## config.mk

```make
export PLATFORM = sky130hd
export DESIGN_NAME = led_blink_code_mc
export DESIGN_NICKNAME = d
export VERILOG_FILES = /design/src/rtl/led_blink_code_mc.sv
export SDC_FILE = /design/constraint.sdc
export NUM_CORES = 1
export LEC_CHECK = 0
export ABC_AREA = 1
export CAP_MARGIN = 25
export CORE_UTILIZATION = 45
export CTS_CLUSTER_SIZE = 25
export DETAILED_ROUTE_END_ITERATION = 7
export PLACE_DENSITY = 0.76
export SETUP_SLACK_MARGIN = 0.05
export SLEW_MARGIN = 20
export SYNTH_ARGS = -nofsm -noshare
export SYNTH_HDL_FRONTEND = slang
export SYNTH_SLANG_ARGS = --single-unit
export TNS_END_PERCENT = 30
```

## constraint.sdc

```tcl
create_clock -name sys_clk_i -period 2.05 [get_ports sys_clk_i]
set_input_delay 0.205 -clock sys_clk_i [delete_from_list [all_inputs] [get_ports sys_clk_i]]
set_output_delay 0.205 -clock sys_clk_i [all_outputs]
set_load 0.01 [all_outputs]
```

## src/rtl/led_blink_code_mc.sv

```systemverilog
// Multi-class health-LED blink-code sequencer: picks one active fault class and
// emits an OFF gap followed by N active-low pulses, N from a per-class blink map.
module led_blink_code_mc #(
  parameter int unsigned NUM_CLASSES = 11,
  parameter int unsigned CLASS_SIZE  = 8,
  parameter int unsigned BLINK_W     = 4,
  // Entry i = i+1 for the default 11-class, 4-bit map; override when resizing.
  parameter logic [NUM_CLASSES*BLINK_W-1:0] BLINK_MAP = 44'hBA9_8765_4321,
  parameter int unsigned CLK_DIV     = 12_500_000,
  parameter int unsigned OFF_TICKS   = 4,
  parameter int unsigned MODE        = 0,
  parameter int unsigned STICKY      = 0,
  localparam int unsigned CW = (NUM_CLASSES > 1) ? $clog2(NUM_CLASSES) : 1
) (
  input  logic                              sys_clk_i,
  input  logic                              reset_i,
  input  logic [NUM_CLASSES*CLASS_SIZE-1:0] class_in_i,
  input  logic                              clear_faults_i,
  output logic                              health_led_o,
  output logic [CW-1:0]                     active_class_o,
  output logic                              seq_busy_o,
  output logic                              seq_done_o,
  output logic                              fault_present_o
);

  localparam int unsigned DW = $clog2(CLK_DIV);
  localparam int unsigned TW = $clog2(OFF_TICKS + 1);

  typedef enum logic [2:0] {StIdle, StSelect, StOff, StBlinkOn, StBlinkOff} state_e;

  state_e                 state_q, state_d;
  logic [NUM_CLASSES-1:0] ev_vec, eligible, fault_q, fault_d;
  logic [DW-1:0]          div_q, div_d;
  logic                   tick;
  logic [TW-1:0]          tick_cnt_q, tick_cnt_d;
  logic [BLINK_W-1:0]     blink_cnt_q, blink_cnt_d, target_q, target_d, pick_map;
  logic [CW-1:0]          active_q, active_d, last_q, last_d, pick, rr_lo, rr_hi;
  logic                   rr_hit;
  logic                   led_q, done_q, done_d;

  always_comb begin
    ev_vec   = '0;
    eligible = '0;
    for (int i = 0; i < int'(NUM_CLASSES); i++) begin
      ev_vec[i]   = |class_in_i[i*CLASS_SIZE +: CLASS_SIZE];
      eligible[i] = fault_q[i] & (BLINK_MAP[i*BLINK_W +: BLINK_W] != '0);
    end
  end

  // In sticky mode a new event in the clear cycle survives the clear.
  always_comb begin
    if (STICKY == 0 || clear_faults_i) begin
      fault_d = ev_vec;
    end else begin
      fault_d = fault_q | ev_vec;
    end
  end

  assign tick  = (div_q == DW'(CLK_DIV - 1));
  assign div_d = tick ? '0 : div_q + DW'(1);

  always_comb begin
    rr_lo  = '0;
    rr_hi  = '0;
    rr_hit = 1'b0;
    for (int i = int'(NUM_CLASSES) - 1; i >= 0; i--) begin
      if (eligible[i]) begin
        rr_lo = CW'(i);
        if (i > int'(last_q)) begin
          rr_hi  = CW'(i);
          rr_hit = 1'b1;
        end
      end
    end
  end

  always_comb begin
    pick = '0;
    if (MODE == 0) begin
      for (int i = 0; i < int'(NUM_CLASSES); i++) begin
        if (eligible[i]) pick = CW'(i);
      end
    end else begin
      pick = rr_hit ? rr_hi : rr_lo;
    end
    pick_map = BLINK_MAP[int'(pick)*BLINK_W +: BLINK_W];
  end

  always_comb begin
    state_d     = state_q;
    tick_cnt_d  = tick_cnt_q;
    blink_cnt_d = blink_cnt_q;
    target_d    = target_q;
    active_d    = active_q;
    last_d      = last_q;
    done_d      = 1'b0;
    case (state_q)
      StIdle: begin
        if (|eligible) state_d = StSelect;
      end
      StSelect: begin
        if (|eligible) begin
          active_d    = pick;
          last_d      = pick;
          target_d    = pick_map;
          tick_cnt_d  = '0;
          blink_cnt_d = '0;
          state_d     = StOff;
        end else begin
          state_d = StIdle;
        end
      end
      StOff: begin
        if (tick) begin
          if (tick_cnt_q == TW'(OFF_TICKS - 1)) begin
            state_d = StBlinkOn;
          end else begin
            tick_cnt_d = tick_cnt_q + TW'(1);
          end
        end
      end
      StBlinkOn: begin
        if (tick) state_d = StBlinkOff;
      end
      StBlinkOff: begin
        if (tick) begin
          blink_cnt_d = blink_cnt_q + BLINK_W'(1);
          if (blink_cnt_d == target_q) begin
            done_d  = 1'b1;
            state_d = StIdle;
          end else begin
            state_d = StBlinkOn;
          end
        end
      end
      default: state_d = StIdle;
    endcase
  end

  always_ff @(posedge sys_clk_i or posedge reset_i) begin
    if (reset_i) begin
      state_q     <= StIdle;
      fault_q     <= '0;
      div_q       <= '0;
      tick_cnt_q  <= '0;
      blink_cnt_q <= '0;
      target_q    <= '0;
      active_q    <= '0;
      last_q      <= CW'(NUM_CLASSES - 1);
      led_q       <= 1'b1;
      done_q      <= 1'b0;
    end else begin
      state_q     <= state_d;
      fault_q     <= fault_d;
      div_q       <= div_d;
      tick_cnt_q  <= tick_cnt_d;
      blink_cnt_q <= blink_cnt_d;
      target_q    <= target_d;
      active_q    <= active_d;
      last_q      <= last_d;
      // Registered so the LED tracks the BLINK_ON state with no input-to-pin path.
      led_q       <= (state_d != StBlinkOn);
      done_q      <= done_d;
    end
  end

  assign health_led_o    = led_q;
  assign active_class_o  = active_q;
  assign seq_busy_o      = (state_q != StIdle);
  assign seq_done_o      = done_q;
  assign fault_present_o = |fault_q;

endmodule
```

# After elaboration in Yosys (flattened, before gate mapping)
# Index checks and enable logic that the tools add are counted.
# Widths: inputs -> output; s select.
# classes
addsub,3
n_eq_ne,12
shift,1
muxes,29
n_reduce_logical,19
# ops
op,n
$reduce_or 8->1,11
$mux 4,11
$shiftx 44x7->4 const A,1
$add 24x1->24 const B,1
$eq 24x24->1 const B,1
$mux 24,1
$mux 3,8
$pmux 3 s5,1
$reduce_or 11->1,1
$eq 3x2->1 const B,3
$ne 2x2->1 const B,4
$pmux 4 s2,1
$pmux 3 s2,1
$add 4x1->4 const B,1
$eq 4x4->1,1
$mux 1,4
$mux 2,2
$reduce_and 4->1,1
$reduce_bool 2->1,2
$add 3x1->3 const B,1
$eq 3x1->1 const B,1
$eq 3x3->1 const B,1
$logic_not 3->1,1
$ne 3x2->1 const B,1
3 further kinds,3
# word_totals
ff_bits,55
output_inout_bits,8
word_cells,73

# Depth between registers and ports, before layout
# Gate-level depths: netlist of run 1.
# logic_depth
depth_word,11
mapped_depth,15

# Worst setup path before layout of run 1
# Ideal clock, no wire load.
# synth_timing
path_kind,register to register
startpoint,register div_q[0]
endpoint,register blink_cnt_q[0]
arrival_ns,1.432
required_time_ns,1.925
slack_ns,0.494
path_stages_with_launch,11
path_buffers,0
period_less_slack_ns,1.556
cell_sequence,dfrtp_1 ha_1 nand2_2 nor2_4 inv_2 nor2_4 nand3_4 nor2_4 inv_2 nand3_2 o21ai_2
# synth_between
elab_chain_cells,3
# synth_rtl
element,line,text
from (decl),33,"logic [DW-1:0] div_q, div_d;"
from (signal assigned),155,div_q <= div_d;
$eq 24x24->1,59,assign tick = (div_q == DW'(CLK_DIV - 1));
$ne 2x2->1 (no line),-,
$reduce_and 3->1 (no line),-,
to (signal assigned),157,blink_cnt_q <= blink_cnt_d;
to (decl),36,"logic [BLINK_W-1:0] blink_cnt_q, blink_cnt_d, target_q, target_d, pick_map;"
# Every way passes these cells.
# A chain may end at the register's enable or synchronous reset.

# Worst setup path in the final report of run 1
# Ends and elaborated chain as after synthesis.

==> results.json, run 1 <==
{
  "tritoncts": "built",
  "vdd.ir_drop.worst_v": 0.000252,
  "yosys_warnings": 0,
  "final_layout_size_suffix_gt1_share_pct": 9.71,
  "fillerInstances": 609,
  "first_global_vias": 3050,
  "initial_utilization_pct": 47.1,
  "synth.most_common_cell": "sky130_fd_sc_hd__nand2_1",
  "grt-ovfl-total": 0,
  "ys.flop_type": "sky130_fd_sc_hd__dfrtp_1",
  "max_slew_margin_pct": 73.7,
  "detailedPlace.worstSlack_ps": 259,
  "synthArstFlopShare_pct": 100,
  "max_capacitance_violation_count": 0,
  "slew_of_the_pin_with_the_lowest_slew_margin_ps": 392,
  "main_combinational_cell_family_by_area_after_synthesis": "simple AND/OR/NAND/NOR gates",
  "wl_per_cell_um": 12.6,
  "grt_start_max_net_pins": 56,
  "die_area_mm2": 0.00748,
  "global_route.usage.total_pct": 22.3,
  "cts_buffers": 5,
  "design.portCount": 99,
  "syn_avg_cell_area_um2": 7.65,
  "synth_seq_cells": 55,
  "hold_path.class": "in -> async",
  "cts.sink_count": 55,
  "grt_pass1_wl_mm": 13.3,
  "cp.arrival_ps": 2000,
  "drv_slew": 0,
  "drt_iter0_drc": 151,
  "buffers_added_on_ports": 97,
  "root_buffer_master": "sky130_fd_sc_hd__clkbuf_8",
  "post_route_cell_area_mm2": 0.00443,
  "synth-xor-area-share_pct": 2.72,
  "setup_ws_ps": 244,
  "cts_hold_buf": 0,
  "r2r.worst_path.cells": 10,
  "routabilityCongestion": 0.871,
  "worst_path_max_delay_cell": "sky130_fd_sc_hd__dfrtp_1",
  "syn-instance-count": 420,
  "yosys.cell_types.count": 33,
  "avgViaCountPerCell": 5.03,
  "dp_hpwl_mm": 6.33,
  "synth_compound_area_share_pct": 5.06,
  "multiplexer_share_of_the_synthesized_area_pct": 0,
  "postSynthNetCount": 517,
  "path_common_cell": "sky130_fd_sc_hd__nor2_4",
  "synth_top_cells_by_area": "sky130_fd_sc_hd__dfrtp_1 42%, sky130_fd_sc_hd__nand2_1 12%, sky130_fd_sc_hd__inv_1 7.1%",
  "antenna_left": 0,
  "final_net_count": 621,
  "synth_common_cells": "107 x sky130_fd_sc_hd__nand2_1, 61 x sky130_fd_sc_hd__inv_1, 54 x sky130_fd_sc_hd__dfrtp_1",
  "synth.yosys.seq_area_share_pct": 42.9,
  "detail_route.first_pass.iterations": 4,
  "regToRegEndpoint": "blink_cnt_q[0]$_DFFE_PP0P_",
  "r2r_setup_slk_ps": 240,
  "synth-adder-area-share_pct": 2.34,
  "run_status": "complete, no violations",
  "cts_max_path_buffers": 2,
  "synthesis.area_mm2": 0.00321,
  "synthToLayoutAreaGrowth_pct": 37.8,
  "die_x_um": 86.5,
  "worst_ep_required_time_ps": 2240,
  "leakagePower_uw": 0.00193,
  "synth_simple_gate_area_share_pct": 38.8,
  "grt_antenna_before_repair": 1,
  "clk_transition_reported_paths_ps": 100,
  "cp-start-kind": "register",
  "fp.dieH_um": 86.5,
  "cp-end-kind": "register",
  "largest_fanout_of_any_net_on_the_critical_path": 8,
  "totalNegativeSetupSlack_ps": 0,
  "htree_levels": 2,
  "period_minus_slack_ps": 1810,
  "grt_setup_unrepaired": "true",
  "timing.setup.critical_path_class": "reg -> reg",
  "critical_path.reg2reg.startpoint": "div_q[0]$_DFF_PP0_",
  "min_period_over_period_pct": 88.1,
  "final_clock_skew_ps": 5.51,
  "finalSetupViolCount": 0,
  "timing.fmax_mhz": 554,
  "clk_latency_ps": 310,
  "report.final.hold_viol_count": 0,
  "critPathTopFamily": "simple AND/OR/NAND/NOR gates",
  "powerDensity_mw_per_mm2": 442,
  "path_buf_inv": 2,
  "path_cells": "ha_1 -> nand2_2 -> nor2_4 -> inv_2 -> nor2_4 -> nand3_4 -> nor2_4 -> inv_2 -> nand3_2 -> o21ai_2",
  "remaining_drc_errors": 0,
  "placed_area_mm2": 0.00431,
  "netlist.area_leader.share_pct": 42.0,
  "finalWirelength_mm": 7.85,
  "synth_enable_flop_cells": 0,
  "routed-via-count": 3131,
  "worst_path_largest_cell_delay_ps": 480,
  "whs_ps": 249,
  "core.rowCount": 30,
  "fp.coreArea_mm2": 0.00683,
  "netlist.top_cell.by_area": "sky130_fd_sc_hd__dfrtp_1"
}
## registers in the layout (all words and copies together) (netlist names)
register        flops
div_q              24
eligible           11
active_class_o      4
blink_cnt_q         4
target_q            4
state_q             3
tick_cnt_q          3
health_led_o        1
seq_done_o          1
## cell usage in the layout, fill, tap and decap left out, types with 2 or more instances in the layout
| cell type | synthesis | routed |
|---|---|---|
| sky130_fd_sc_hd__a21oi_1 | 7 | 7 |
| sky130_fd_sc_hd__clkbuf_8 | 0 | 7 |
| sky130_fd_sc_hd__clkdlybuf4s50_1 | 0 | 96 |
| sky130_fd_sc_hd__dfrtp_1 | 54 | 54 |
| sky130_fd_sc_hd__ha_1 | 6 | 6 |
| sky130_fd_sc_hd__inv_1 | 61 | 60 |
| sky130_fd_sc_hd__inv_2 | 6 | 7 |
| sky130_fd_sc_hd__nand2_1 | 107 | 107 |
| sky130_fd_sc_hd__nand2_2 | 8 | 8 |
| sky130_fd_sc_hd__nand3_1 | 27 | 27 |
| sky130_fd_sc_hd__nand3_2 | 2 | 2 |
| sky130_fd_sc_hd__nand4_1 | 12 | 12 |
| sky130_fd_sc_hd__nor2_1 | 34 | 34 |
| sky130_fd_sc_hd__nor2_2 | 11 | 10 |
| sky130_fd_sc_hd__nor2_4 | 5 | 6 |
| sky130_fd_sc_hd__nor3_1 | 15 | 15 |
| sky130_fd_sc_hd__nor3_2 | 2 | 2 |
| sky130_fd_sc_hd__nor4_1 | 23 | 23 |
| sky130_fd_sc_hd__o21ai_0 | 13 | 13 |
| sky130_fd_sc_hd__o21ai_1 | 4 | 4 |
| sky130_fd_sc_hd__xnor2_1 | 2 | 2 |
| sky130_fd_sc_hd__xor2_1 | 8 | 8 |
## power breakdown
group	internal, uW	total (uW)	switching [uW]
Clock	308	664	356
Sequential	1090	1090	0.560
Combinational	157	208	50.8
## logic make-up after synthesis
group / Yosys count
AO/OA/AOI/OAI: 29
XOR/XNOR: 10
adder cells (fa/ha/maj): 6
buffers and inverters: 68
flip-flops: 55
AND/OR/NAND/NOR: 252
## worst reg2reg max path: cells and delay by family, from the launching register on
family | cells | cell delay [ps]
buffers and inverters | 2 | 160
AND/OR/NAND/NOR | 6 | 720
flip-flops | 1 | 480
AO/OA/AOI/OAI | 1 | 50
adder cells (fa/ha/maj) | 1 | 270
## layer usage
| layer | part of all wire, % | vias to the layer above | track usage (%) |
|---|---|---|---|
| li1 | - | 1577 | - |
| met1 | 44 | 1432 | 27.5 |
| met2 | 48 | 109 | 40.0 |
| met3 | 5.2 | 13 | 2.48 |
| met4 | 2.6 | 0 | 8.64 |
| met5 | 0 | - | 0 |
## worst max path at each step
stage,start,endpoint,slack [ps],cells after the start
floorplan,div_q[0]$_DFF_PP0_,blink_cnt_q[0]$_DFFE_PP0P_,490,10
global placement,div_q[0]$_DFF_PP0_,blink_cnt_q[0]$_DFFE_PP0P_,290,10
detailed placement,div_q[0]$_DFF_PP0_,blink_cnt_q[0]$_DFFE_PP0P_,260,10
CTS,eligible[9]$_DFF_PP0_,fault_present_o,60,7
global route,div_q[0]$_DFF_PP0_,div_q[18]$_DFF_PP0_,50,8
finish,div_q[0]$_DFF_PP0_,blink_cnt_q[0]$_DFFE_PP0P_,240,10
## repair_timing
| item | in CTS | in global routing |
|---|---|---|
| endpoints found under the setup margin | 1 | 2 |
| setup buffers | 0 | 0 |
| gates resized for setup | 1 | 1 |
## cell type report
type	instances	area (um^2)	area share, %
multi-input cells	297	1580	35.7
flip-flops and latches	55	1380	31.1
repair buffers	98	993	22.4
inverters	67	251	5.68
well taps	96	120	2.71
clock buffers	7	96.3	2.18
clock inverters	1	7.51	0.170
diodes	1	2.50	0.0565
## metrics by stage
stage	total power, uW	utilization [%]	instances
after floorplan	1130	-	420
after global placement	1310	63.2	613
after detailed placement	1320	63.2	613
after CTS	1970	64.7	621
after global routing	2040	64.8	622
final	1960	64.8	622
(Power assumes the default switching activity.)
==> run 2: changes to the inputs <==
--- a/config.mk
+++ b/config.mk
@@ -10,6 +10,7 @@
 export CORE_UTILIZATION = 45
 export CTS_CLUSTER_SIZE = 25
 export DETAILED_ROUTE_END_ITERATION = 7
+export GPL_TIMING_DRIVEN = 0
 export PLACE_DENSITY = 0.76
 export SETUP_SLACK_MARGIN = 0.05
 export SLEW_MARGIN = 20
==> run 2 against run 1 <==
- critical path depth is 7 lower
- sequential share of layout area is essentially flat
- combinational power decreased by 2%
- highest routed layer unchanged
- sequential power barely moved
- cell count is 0.16% higher
- global-route usage rose by 0.23 points
- clock power shrank 6.2%
- critical endpoint is now seq_busy_o
- first-iteration DRC count decreased by 12%
- final area shrank 0.11%
- register-to-register slack got worse by 20 ps
==> results.json, run 2 (synthesis gave the netlist of run 1 again) <==
{
  "cp-start-kind": "register",
  "worst_ep_required_time_ps": 1850,
  "worst_path_largest_cell_delay_ps": 490,
  "run_status": "complete, no violations",
  "max_slew_margin_pct": 56.0,
  "core.rowCount": 30,
  "powerDensity_mw_per_mm2": 432,
  "grt_start_max_net_pins": 56,
  "global_route.usage.total_pct": 22.5,
  "routed-via-count": 3110,
  "fillerInstances": 577,
  "period_minus_slack_ps": 1870,
  "routabilityCongestion": 0.906,
  "cts_max_path_buffers": 2,
  "die_area_mm2": 0.00748,
  "avgViaCountPerCell": 4.99,
  "fp.dieH_um": 86.5,
  "cp-end-kind": "output port",
  "drv_slew": 0,
  "grt_antenna_before_repair": 0,
  "finalWirelength_mm": 7.72,
  "critical_path.reg2reg.startpoint": "div_q[0]$_DFF_PP0_",
  "final_layout_size_suffix_gt1_share_pct": 10.1,
  "final_net_count": 623,
  "first_global_vias": 3136,
  "multi_input_comb_area_mm2": 0.00158,
  "worst_path_max_delay_cell": "sky130_fd_sc_hd__clkdlybuf4s50_1",
  "tritoncts": "built",
  "most-common-layout-cells": "107 x sky130_fd_sc_hd__nand2_1, 96 x sky130_fd_sc_hd__clkdlybuf4s50_1, 60 x sky130_fd_sc_hd__inv_1, 54 x sky130_fd_sc_hd__dfrtp_1, 34 x sky130_fd_sc_hd__nor2_1",
  "final_clock_skew_ps": 10.0,
  "buffers_added_on_ports": 97,
  "totalNegativeSetupSlack_ps": 0,
  "remaining_drc_errors": 0,
  "cts_buffers": 5,
  "grt-ovfl-total": 0,
  "die_x_um": 86.5,
  "detail_route.first_pass.iterations": 4,
  "layout.cells.most_common": "sky130_fd_sc_hd__nand2_1",
  "report.final.hold_viol_count": 0,
  "initial_utilization_pct": 47.1,
  "largest_reg_flops": 24,
  "hold_path.class": "in -> async",
  "leakagePower_uw": 0.00194,
  "synthToLayoutAreaGrowth_pct": 37.6,
  "wl_per_cell_um": 12.4,
  "timing.setup.critical_path_class": "reg -> out",
  "dp_hpwl_mm": 6.31,
  "register_area_mm2": 0.00138,
  "cts.sink_count": 55,
  "slew_of_the_pin_with_the_lowest_slew_margin_ps": 660,
  "drt_iter0_drc": 133,
  "fp.coreArea_mm2": 0.00683,
  "vdd.ir_drop.worst_v": 0.000243,
  "final_design_utilization_pct": 64.7,
  "root_buffer_master": "sky130_fd_sc_hd__clkbuf_8",
  "grt_pass1_wl_mm": 13.4,
  "min_period_over_period_pct": 91.5,
  "max_capacitance_violation_count": 0,
  "htree_levels": 2,
  "critPathTopFamily": "buffers and inverters",
  "r2r_setup_slk_ps": 220,
  "path_cells": "nor3_1 -> inv_1 -> clkdlybuf4s50_1",
  "regToRegEndpoint": "div_q[18]$_DFF_PP0_",
  "path_buf_inv": 2,
  "grt_setup_unrepaired": "true",
  "crit_path_start": "state_q[1]$_DFF_PP0_",
  "r2r.worst_path.cells": 8,
  "clk_latency_ps": 310,
  "design.portCount": 99,
  "top_register": "div_q",
  "cp.arrival_ps": 1670,
  "num_antenna_cells": 0,
  "largest_fanout_of_any_net_on_the_critical_path": 5,
  "finalSetupViolCount": 0,
  "antenna_left": 0,
  "timing.fmax_mhz": 533,
  "clk_transition_reported_paths_ps": 100
}
-- run 2: cell types whose count changed in the layout (fill, tap and decap cells not counted) --
cell                       delta
sky130_fd_sc_hd__diode_2      -1
sky130_fd_sc_hd__buf_12       -1
sky130_fd_sc_hd__inv_2        -1
sky130_fd_sc_hd__buf_6        +1
sky130_fd_sc_hd__buf_4        +2
sky130_fd_sc_hd__clkinv_2     +1
sky130_fd_sc_hd__inv_4        +1
sky130_fd_sc_hd__clkbuf_8     -2
sky130_fd_sc_hd__inv_8        +1
-- run 2: how the worst max path moves through the flow --
stage                                      end  slack, ps  cells after the start
floorplan           blink_cnt_q[0]$_DFFE_PP0P_        490                     10
global placement    blink_cnt_q[1]$_DFFE_PP0P_       -480                      2
detailed placement  blink_cnt_q[0]$_DFFE_PP0P_        230                     10
CTS                            fault_present_o         60                      7
global route               div_q[18]$_DFF_PP0_         10                      8
finish                              seq_busy_o        180                      3
-- run 2: per-stage QoR --
step | area [um^2] | setup WS [ps] | hold WS, ps | instances | total power, uW
floorplan | 3210 | 494 | 302 | 420 | 1130
global placement | 4310 | -483 | 470 | 613 | 1310
detailed placement | 4310 | 231 | 473 | 613 | 1310
CTS | 4410 | 59.0 | 372 | 621 | 1930
global route | 4420 | 14.4 | 414 | 623 | 1990
finish | 4420 | 175 | 337 | 623 | 1910
-- run 2: metal layers --
layer / routed length [um] / global-route usage, %
met1: 3390 / 28.3
met2: 3850 / 40.1
met3: 355 / 3.14
met4: 122 / 6.97
met5: 0 / 0
-- run 2: timing repair --
action                                  CTS  global route
pin swaps                                 0             2
hold buffers                              0             0
resized for setup                         1             1
setup buffers                             0             2
endpoints found under the setup margin    1             3
cloned                                    0             0
-- run 2: area by class of cell --
cell class / instances / share of cell area, %
Sequential cell: 55 / 31.1
Multi-Input combinational cell: 297 / 35.7
Buffer: 1 / 0.255
Timing Repair Buffer: 99 / 22.3
Clock buffer: 5 / 1.56
Inverter: 67 / 5.74
Clock inverter: 3 / 0.537
Tap cell: 96 / 2.72
-- run 2: where the power goes --
part	switching (uW)	internal, uW	total, uW
Clock	375	248	623
Combinational	49.5	153	203
Sequential	0.564	1090	1090
-- run 2: worst register-to-register path: cells and delay by family, from the launching register on --
kind | cells | cell delay [ps]
adder cells (fa/ha/maj) | 1 | 290
AO/OA/AOI/OAI | 1 | 170
AND/OR/NAND/NOR | 6 | 800
flip-flops | 1 | 470
==> run 3: changes to the inputs <==
--- a/config.mk
+++ b/config.mk
@@ -6,7 +6,7 @@
 export NUM_CORES = 1
 export LEC_CHECK = 0
 export ABC_AREA = 1
-export CAP_MARGIN = 25
+export CAP_MARGIN = 40
 export CORE_UTILIZATION = 45
 export CTS_CLUSTER_SIZE = 25
 export DETAILED_ROUTE_END_ITERATION = 7
==> results of run 3 <==
Final layout, timing and power as in run 2 (identical DEF).
